## src/rtl/vend_sched.sv

```systemverilog
// Vending-machine sequencer: collects half/one-unit coins, requests a drink once the
// price is reached, then pays out change one half-unit coin per handshake.
module vend_sched #(
    parameter int PRICE      = 5,
    parameter int STOCK_INIT = 8
) (
    input  logic       sys_clk,
    input  logic       sys_rst,
    input  logic       pi_money_one,
    input  logic       pi_money_half,
    input  logic       pi_cancel,
    input  logic       pi_refill,
    input  logic       disp_ack,
    input  logic       chg_ack,
    output logic       disp_req,
    output logic       chg_req,
    output logic [3:0] po_credit,
    output logic [7:0] po_stock,
    output logic       po_sold_out,
    output logic       po_reject,
    output logic       po_busy
);
    localparam logic [4:0] PRICE_HALVES = 5'(PRICE);
    localparam logic [7:0] STOCK_LOAD   = 8'(STOCK_INIT);

    typedef enum logic [1:0] {IDLE, COLLECT, VEND, CHANGE} state_t;

    state_t     state_reg, state_next;
    logic [3:0] credit_reg, credit_next;
    logic [3:0] change_reg, change_next;
    logic [7:0] stock_reg, stock_next;
    logic       disp_req_reg, disp_req_next;
    logic       chg_req_reg, chg_req_next;
    logic       reject_reg, reject_next;
    logic       busy_reg, busy_next;
    logic       sold_out_reg;

    logic       coin_any;
    logic       accept;
    logic [4:0] coin_val;
    logic [4:0] credit_sum;

    always_comb begin
        coin_any   = pi_money_one | pi_money_half;
        accept     = (pi_money_one ^ pi_money_half)
                   && (state_reg == IDLE || state_reg == COLLECT)
                   && (stock_reg != 8'd0) && !pi_cancel;
        coin_val   = pi_money_one ? 5'd2 : 5'd1;
        credit_sum = {1'b0, credit_reg} + coin_val;

        state_next    = state_reg;
        credit_next   = credit_reg;
        change_next   = change_reg;
        stock_next    = stock_reg;
        disp_req_next = disp_req_reg;
        chg_req_next  = chg_req_reg;
        reject_next   = coin_any && !accept;

        case (state_reg)
            IDLE, COLLECT: begin
                if (accept) begin
                    // Threshold is tested from IDLE too so PRICE <= 2 cannot stall in COLLECT.
                    if (credit_sum >= PRICE_HALVES) begin
                        state_next    = VEND;
                        change_next   = 4'(credit_sum - PRICE_HALVES);
                        credit_next   = 4'd0;
                        disp_req_next = 1'b1;
                    end else begin
                        state_next  = COLLECT;
                        credit_next = credit_sum[3:0];
                    end
                end else if (state_reg == COLLECT && pi_cancel) begin
                    state_next   = CHANGE;
                    change_next  = credit_reg;
                    credit_next  = 4'd0;
                    chg_req_next = (credit_reg != 4'd0);
                end else if (state_reg == IDLE && pi_refill) begin
                    stock_next = STOCK_LOAD;
                end
            end
            VEND: begin
                if (disp_req_reg && disp_ack) begin
                    if (stock_reg != 8'd0)
                        stock_next = stock_reg - 8'd1;
                    disp_req_next = 1'b0;
                    if (change_reg != 4'd0) begin
                        state_next   = CHANGE;
                        chg_req_next = 1'b1;
                    end else begin
                        state_next = IDLE;
                    end
                end
            end
            CHANGE: begin
                if (change_reg == 4'd0) begin
                    state_next   = IDLE;
                    chg_req_next = 1'b0;
                end else if (chg_req_reg && chg_ack) begin
                    // Request drops for one cycle after each accepted coin.
                    change_next  = change_reg - 4'd1;
                    chg_req_next = 1'b0;
                end else begin
                    chg_req_next = 1'b1;
                end
            end
            default: state_next = IDLE;
        endcase

        busy_next = (state_next == VEND) || (state_next == CHANGE);
    end

    always_ff @(posedge sys_clk) begin
        if (sys_rst) begin
            state_reg    <= IDLE;
            credit_reg   <= 4'd0;
            change_reg   <= 4'd0;
            stock_reg    <= STOCK_LOAD;
            disp_req_reg <= 1'b0;
            chg_req_reg  <= 1'b0;
            reject_reg   <= 1'b0;
            busy_reg     <= 1'b0;
            sold_out_reg <= 1'b0;
        end else begin
            state_reg    <= state_next;
            credit_reg   <= credit_next;
            change_reg   <= change_next;
            stock_reg    <= stock_next;
            disp_req_reg <= disp_req_next;
            chg_req_reg  <= chg_req_next;
            reject_reg   <= reject_next;
            busy_reg     <= busy_next;
            sold_out_reg <= (stock_reg == 8'd0);
        end
    end

    assign disp_req    = disp_req_reg;
    assign chg_req     = chg_req_reg;
    assign po_credit   = credit_reg;
    assign po_stock    = stock_reg;
    assign po_sold_out = sold_out_reg;
    assign po_reject   = reject_reg;
    assign po_busy     = busy_reg;
endmodule

```

## config.mk

```make
export PLATFORM = sky130hd
export DESIGN_NAME = vend_sched
export DESIGN_NICKNAME = d
export VERILOG_FILES = /design/src/rtl/vend_sched.sv
export SDC_FILE = /design/constraint.sdc
export NUM_CORES = 1
export LEC_CHECK = 0
export CORE_MARGIN = 3
export CORE_UTILIZATION = 40
export DETAILED_ROUTE_END_ITERATION = 8
export PLACE_DENSITY_LB_ADDON = 0.1
export SLEW_MARGIN = 30
export SYNTH_ARGS = -nofsm -noshare
export SYNTH_HDL_FRONTEND = slang
export SYNTH_SLANG_ARGS = --single-unit
```

## constraint.sdc

```tcl
create_clock -name sys_clk -period 6.1 [get_ports sys_clk]
set_clock_uncertainty 0.2 [all_clocks]
set_input_delay 1.22 -clock sys_clk [delete_from_list [all_inputs] [get_ports sys_clk]]
set_output_delay 1.22 -clock sys_clk [all_outputs]
set_load 0.03 [all_outputs]
```

==> impl_metrics.csv, run 1 <==
group,metric,value,unit
timing,whs,290,ps
global_routing,gr-usage-met3,2.81,%
synth,yosys-top-cells-count,"dfxtp_1, nor2_1, nand2_1",
critical_path,start_kind,"primary input",
layout,layout-drive-gt1-share,7.03,%
floorplanning,chipHeight,64.1,um
place,dpl.hpwl,2350,um
timing,setup_viol,0,
synth,synth_nets,177,
timing,slew_violations,0,
critical_path,crit_path_end_kind,"flop",
route,wire_per_inst,13.8,um
critical_path,cp.required,6100,ps
floorplanning,rows,20,
worst_hold_path,min_path_type,"flop to flop",
synth,synth.most_common_cell,"dfxtp_1",
run,maxCapViolations,0,
global_routing,antenna_found_initial,0,
global_routing,grt_pass1_vias,1155,
critical_path,worst_ep_arrival_time,4420,ps
synth,synth.yosys.seq_area_share,32.6,%
timing,fin_setup_tns,0,ps
synth,synth.distinct_cells,46,
global_routing,grt_max_degree,17,
floorplanning,die_w,64.1,um
synth,ys_warn_count,0,
place,gp_congestion,0.856,
layout,insertedDiodeCount,0,
synth,synth_area_leaders,"dfxtp_1, ha_1, nor2_1",
power_and_ir_drop,powerDensity,237,mW/mm^2
cts,cts_resized,0,
critical_path,critPathSlowestCell,"fa_1",
layout,finalNetCount,202,
route,ant_nets,0,
synth,async_flop_share,0,%
cts,hold_buffers,0,
synth,syn_inst,161,
global_routing,use_met1,24.3,%
critical_path,worstPathCellList,"clkdlybuf4s50_1 > inv_1 > ha_1 > fa_1 > inv_1 > ha_1 > or3_1 > nor4bb_1 > a211o_1 > o211a_1 > mux2i_1 > nor2_1",
critical_path,path_max_fanout,6,
cts,path_clk_slew,130,ps
timing,rsz0062_at_grt,"false",
route,vias,1242,
power_and_ir_drop,p_total,397,uW
global_routing,met2_usage,22.6,%
place,placedCellCount,225,
synth,synth_edf_count,0,
power_and_ir_drop,ir_worst_vdd,0.112,mV
layout,largest_reg_flops,8,
synth,ys_ff_latch,22,
timing,post-route-period-util,72.6,%
floorplanning,core_area,0.00313,sq mm
timing,worst_slack,1670,ps
layout,final_cells,229,
route,totalWireLength,3150,um
layout,area_growth,24.1,%
floorplanning,die_area,0.00411,sq mm
outcome,status,"completed",
global_routing,gr-total-overflow,0,
global_routing,busiest_layer,"met1",
timing,hold_viol_final,0,
route,dr.pass1.iters,4,
synth,yosysTopAreaCellShare,32.6,%
place,pre_cts_slack,1360,ps
global_routing,grt_pass1_wl,5310,um
route,viasPerCell,5.42,
timing,slew_headroom,56.1,%
power_and_ir_drop,p_leak,0.000646,uW
synth,syn_area_per_cell,8.39,sq um
floorplanning,start_util,43.2,%
timing,fmax,226,MHz
floorplanning,io_pins,25,
route,drc_errors,0,
cts,clock_path_buffers,2,
critical_path,slowest_delay,590,ps
synth,yosys_most_used_dff,"dfxtp_1",
cts,cts.sinks,22,
route,drtIter0Drc,62,
synth,yosys.area.top_type,"dfxtp_1",
timing,worst_pin_slew,653,ps
cts,cts_tree,"built",
global_routing,groute.usage.overall,15.9,%
cts,root_buffer,"clkbuf_4",
synth,synthesis.area,0.00135,sq mm
critical_path,criticalPathCategory,"primary input to flop",
layout,fillers,314,
place,port-buffer-count,24,
cts,cts_buffers,3,
cts,htree_levels,1,
cts,clk_latency,320,ps
timing,fin_crit,4430,ps
cts,cts_setup_buffers,0,
[placed cells by master (no fill, tap or decap), types with 2 or more instances in the layout]
cell type / count
clkdlybuf4s50_1: 24
dfxtp_1: 22
nor2_1: 16
nand2_1: 14
inv_1: 10
a21oi_1: 9
nand3_1: 9
ha_1: 7
nor3_1: 6
a31oi_1: 5
xnor2_1: 5
xor2_1: 5
mux2i_1: 4
a211oi_1: 3
o21ai_0: 3
clkbuf_4: 3
nor4_1: 2
nor3b_1: 2
nor2b_1: 2
a211o_1: 2
or2_2: 2
o211a_1: 2
o21bai_1: 2
nand2b_1: 2
a2bb2oi_1: 2
[cell families (layout without fill, tap and decap cells)]
family / count (synthesis) / in the layout / share of synthesized area [%]
AOI/OAI and AO/OA: 37 / 37 / 19.8
xor gates and xnor gates: 10 / 10 / 6.49
and+or+nand+nor: 66 / 66 / 25.7
DFF: 22 / 22 / 32.6
buffers and inverters: 14 / 38 / 4.45
muxes: 4 / 4 / 2.97
adders and majority gates: 8 / 8 / 7.97
[power by group]
group / internal [uW] / switching (uW) / total [uW]
combinational: 51.8 / 66.3 / 118
clock: 66.5 / 48.3 / 115
sequential: 152 / 12.0 / 164
[per-layer routing]
layer	wire length [um]	up-vias
li1	-	624
met1	1690	589
met2	1310	25
met3	127	4
met4	28	0
met5	0	-
[path summary, 6_finish.rpt]
| kind | startpoint | slack (ps) | depth (start not counted) | to |
|---|---|---|---|---|
| worst min-delay path | change_reg[3] | 290 | 2 | change_reg[3] |
| worst min register to register | change_reg[3] | 290 | 2 | change_reg[3] |
| worst max register to register | po_credit[0] | 2810 | 10 | change_reg[1] |
| worst max-delay path | pi_money_one | 1670 | 12 | change_reg[1] |
[area by class of cell]
class                           instances  area (sq um)  area share (%)
Clock inverter                          1          30.0            1.79
Timing Repair Buffer                   24           240            14.3
Multi-Input combinational cell        125           850            50.7
Sequential cell                        22           440            26.3
Clock buffer                            3          22.5            1.34
Inverter                               10          37.5            2.24
Tap cell                               44          55.1            3.29
[critical path: cells and delay by family]
family,cells,cell delay (ps)
buf+inv,3,700
compound gates,2,530
mux,1,220
fa+ha+maj,3,1020
simple gates,3,740
[per-stage QoR]
| step | util, % | area [sq um] |
|---|---|---|
| 6_report | 53.6 | 1680 |
| 5_1_grt | 53.6 | 1680 |
| 4_1_cts | 53.6 | 1680 |
| 3_5_place_dp | 51.9 | 1620 |
| 3_3_place_gp | 51.9 | 1620 |
| 2_1_floorplan | - | 1350 |
Note: power is estimated with default switching activity, not from simulation.
==> inputs of run 2 (changes only) <==
clock period = 4.5 ns   (was 6.1 ns; I/O delays follow)
==> run 2 against run 1 <==
  * Via count grew 1.7%
  * Sequential share of layout area is the same
  * Register-to-register slack lost 1600 ps
  * Count of clock-buffer cells in the layout is the same
  * Cell count is the same
  * Clock power grew 36%
  * Die area is the same
  * Global-route usage grew 0.37 points
  * Hold slack gained 4.2 ps
  * Critical path depth is the same
  * Power grew 36%
  * Largest cell class unchanged
==> impl_metrics.csv, run 2 (synthesis results as in run 1) <==
group,metric,value,unit
critical_path,r2r_cells,10,
layout,area_growth,24.1,%
cts,cts_setup_buffers,0,
global_routing,grt_max_degree,17,
timing,fmax,244,MHz
critical_path,criticalPathCategory,"primary input to flop",
layout,finalNetCount,202,
place,dpl.hpwl,2360,um
critical_path,cp.required,4490,ps
timing,slew_violations,0,
timing,worst_slack,395,ps
run,maxCapViolations,0,
critical_path,worst_ep_arrival_time,4100,ps
timing,post-route-period-util,91.2,%
layout,final_cells,229,
global_routing,use_met1,24.1,%
critical_path,reg2reg_to,"change_reg[1]",
route,vias,1263,
floorplanning,io_pins,25,
power_and_ir_drop,ir_worst_vdd,0.118,mV
timing,hold_viol_final,0,
floorplanning,rows,20,
floorplanning,core_area,0.00313,sq mm
critical_path,crit_start,"pi_money_one",
cts,clk_latency,320,ps
cts,path_clk_slew,130,ps
outcome,status,"completed",
timing,slew_headroom,58.5,%
route,drtIter0Drc,58,
global_routing,grt_pass1_wl,5450,um
timing,setup_viol,0,
cts,root_buffer,"clkbuf_4",
route,dr.pass1.iters,4,
cts,cts_resized,0,
route,viasPerCell,5.52,
route,ant_nets,0,
global_routing,busiest_layer,"met1",
power_and_ir_drop,powerDensity,322,mW/mm^2
timing,whs,295,ps
global_routing,gr-usage-met3,3.16,%
place,gp_congestion,0.856,
place,port-buffer-count,24,
power_and_ir_drop,p_leak,0.000646,uW
cts,htree_levels,1,
place,placedCellCount,225,
worst_hold_path,min_path_type,"flop to flop",
place,pre_cts_slack,79.3,ps
timing,fin_setup_tns,0,ps
critical_path,r2r_start,"po_credit[0]",
global_routing,antenna_found_initial,0,
critical_path,crit_path_end_kind,"flop",
route,drc_errors,0,
layout,insertedDiodeCount,0,
layout,layout_common_cells,"clkdlybuf4s50_1, dfxtp_1, nor2_1, nand2_1, inv_1",
floorplanning,start_util,43.2,%
timing,fin_crit,4110,ps
route,totalWireLength,3220,um
route,wire_per_inst,14.1,um
worst_hold_path,min_to,"change_reg[3]",
worst_hold_path,worstHoldStart,"change_reg[3]",
worst_hold_path,hold_path_depth,2,
critical_path,path_max_fanout,6,
cts,hold_buffers,0,
cts,cts_buffers,3,
timing,worst_pin_slew,616,ps
cts,cts_tree,"built",
global_routing,groute.usage.overall,16.2,%
layout,layout-drive-gt1-share,7.03,%
layout,largest_reg_flops,8,
critical_path,start_kind,"primary input",
layout,final_common_cell,"clkdlybuf4s50_1",
floorplanning,die_area,0.00411,sq mm
timing,rsz0062_at_grt,"false",
cts,clock_path_buffers,2,
floorplanning,die_w,64.1,um
power_and_ir_drop,p_total,540,uW
floorplanning,chipHeight,64.1,um
global_routing,grt_pass1_vias,1196,
critical_path,ff2ff_setup_slack,1210,ps
cts,cts.sinks,22,
global_routing,gr-total-overflow,0,
global_routing,met2_usage,23.9,%
-- run 2: stage by stage --
| stage | util [%] | cell area (sq um) |
|---|---|---|
| 2_1_floorplan | - | 1350 |
| 3_3_place_gp | 51.9 | 1620 |
| 3_5_place_dp | 51.9 | 1620 |
| 4_1_cts | 53.6 | 1680 |
| 5_1_grt | 53.6 | 1680 |
| 6_report | 53.6 | 1680 |
-- run 2: cell type report --
type	instances	area, sq um
well taps	44	55.1
repair buffers	24	240
multi-input cells	125	850
fillers	312	1450
clock inverters	1	30.0
flip-flops and latches	22	440
inverters	10	37.5
clock buffers	3	22.5
-- run 2: power breakdown --
group          internal (uW)  switching, uW  total, uW
Combinational           70.3           91.2        162
Clock                   90.1           65.8        156
Sequential               206           16.2        223
-- run 2: critical path, stage by stage --
cell and delay (ps):
clkdlybuf4s50_1 540, inv_1 80, ha_1 240, fa_1 590, inv_1 80, ha_1 190, or3_1 390, nor4bb_1 290
a211o_1 250, o211a_1 280, mux2i_1 220, nor2_1 60
-- run 2: worst max-delay path by stage --
stage	endpoint	slack, ps	depth (start not counted)
2_1_floorplan	change_reg[1]	950	11
3_3_place_gp	change_reg[1]	240	12
3_5_place_dp	change_reg[1]	80	12
4_1_cts	change_reg[1]	410	12
5_1_grt	change_reg[1]	180	12
6_report	change_reg[1]	390	12
-- run 2: metal layers --
layer	part of all wire, %	wire (um)	up-vias
met5	0	0	-
met4	0.74	24	0
met3	4.0	128	4
met2	42	1350	33
met1	53	1720	601
li1	-	-	625
==> inputs of run 3 (changes only) <==
MAX_ROUTING_LAYER = met4   (was not set)
==> run 3 against run 2 <==
  * Count of clock-buffer cells in the layout is the same
  * Clock power shrank 3%
  * Via count shrank 1.6%
  * Worst setup slack gained 60 ps
  * Critical path depth is the same
  * Register-to-register slack gained 70 ps
  * Largest power group unchanged
==> impl_metrics.csv, run 3 (synthesis results as in run 1) <==
group,metric,value,unit
outcome,status,"completed",
floorplanning,io_pins,25,
run,maxCapViolations,0,
timing,slew_headroom,56.4,%
route,wire_per_inst,13.9,um
floorplanning,die_area,0.00411,sq mm
cts,htree_levels,1,
critical_path,criticalPathCategory,"primary input to flop",
critical_path,critPathSlowestCell,"fa_1",
layout,finalNetCount,202,
route,drtIter0Drc,82,
global_routing,antenna_found_initial,0,
cts,clk_latency,310,ps
layout,postLayoutCoreUtil,53.6,%
place,dpl.hpwl,2360,um
cts,cts_buffers,3,
place,placedCellCount,225,
cts,cts_resized,0,
timing,worst_pin_slew,649,ps
power_and_ir_drop,powerDensity,320,mW/mm^2
critical_path,crit_path_end_kind,"flop",
layout,area_growth,24.1,%
cts,cts_setup_buffers,0,
floorplanning,core_area,0.00313,sq mm
route,totalWireLength,3190,um
critical_path,cp.required,4490,ps
floorplanning,start_util,43.2,%
timing,fin_setup_tns,0,ps
timing,slew_violations,0,
critical_path,path_max_fanout,6,
global_routing,gr-total-overflow,0,
critical_path,slowest_delay,580,ps
critical_path,start_kind,"primary input",
global_routing,groute.usage.overall,17.3,%
cts,root_buffer,"clkbuf_4",
route,dr.pass1.iters,4,
cts,cts_tree,"built",
layout,insertedDiodeCount,0,
timing,fin_crit,4050,ps
floorplanning,die_w,64.1,um
cts,clock_path_buffers,2,
global_routing,grt_pass1_vias,1256,
worst_hold_path,min_path_type,"flop to flop",
critical_path,worst_ep_arrival_time,4040,ps
critical_path,worstPathCellList,"clkdlybuf4s50_1 > inv_1 > ha_1 > fa_1 > inv_1 > ha_1 > or3_1 > nor4bb_1 > a211o_1 > o211a_1 > mux2i_1 > nor2_1",
layout,final_cells,229,
timing,fmax,247,MHz
timing,post-route-period-util,89.9,%
layout,largest_reg_flops,8,
layout,final_common_cell,"clkdlybuf4s50_1",
route,drc_errors,0,
floorplanning,chipHeight,64.1,um
critical_path,r2r_cells,10,
worst_hold_path,hold_path_depth,2,
global_routing,grt_pass1_wl,5590,um
global_routing,grt_max_degree,17,
power_and_ir_drop,p_leak,0.000646,uW
route,ant_nets,0,
route,viasPerCell,5.43,
place,port-buffer-count,24,
timing,rsz0062_at_grt,"false",
place,gp_congestion,0.898,
layout,layout-drive-gt1-share,7.03,%
cts,hold_buffers,0,
timing,setup_viol,0,
power_and_ir_drop,p_total,536,uW
timing,hold_viol_final,0,
route,vias,1243,
cts,path_clk_slew,130,ps
cts,cts.sinks,22,
layout,layout_common_cells,"clkdlybuf4s50_1, dfxtp_1, nor2_1, nand2_1, inv_1",
floorplanning,rows,20,
power_and_ir_drop,ir_worst_vdd,0.215,mV
timing,whs,295,ps
[run 3: cell counts in the layout (fill, tap and decap cells not counted)]
Identical to the previous run, type by type.
[run 3: power by group]
part	internal, uW	switching [uW]
sequential	206	16.7
combinational	70.3	90.5
clock	90.0	62.1
[run 3: path summary, 6_finish.rpt]
check	from	end	slack, ps
worst max register to register	po_credit[0]	change_reg[1]	1280
worst min register to register	change_reg[3]	change_reg[3]	300
worst min-delay path	change_reg[3]	change_reg[3]	300
worst max-delay path	pi_money_one	change_reg[1]	450
[run 3: layout make-up]
type | instances | area, sq um
Sequential cell | 22 | 440
Timing Repair Buffer | 24 | 240
Inverter | 10 | 37.5
Clock buffer | 3 | 22.5
Tap cell | 44 | 55.1
Multi-Input combinational cell | 125 | 850
Clock inverter | 1 | 30.0
Fill cell | 317 | 1450
[run 3: stage by stage]
step                      setup slack [ps]  area (sq um)
final                                  454          1680
after global routing                   234          1680
after CTS                              468          1680
after detailed placement               113          1620
after global placement                 228          1620
after floorplan                        954          1350
[run 3: worst max-delay path, delay by kind of cell]
family / cells / cell delay (ps)
fa+ha+maj: 3 / 1020
simple gates: 3 / 710
buf+inv: 3 / 700
compound gates: 2 / 500
mux: 1 / 200
[run 3: per-layer routing]
metal  global-route usage, %  vias to the layer above  share of wire (%)
met5                       -                        -                  0
met4                    5.01                        0               0.63
met3                    5.10                        2                5.8
met2                    25.7                       37                 44
met1                    22.8                      583                 49
li1                        -                      621                  -
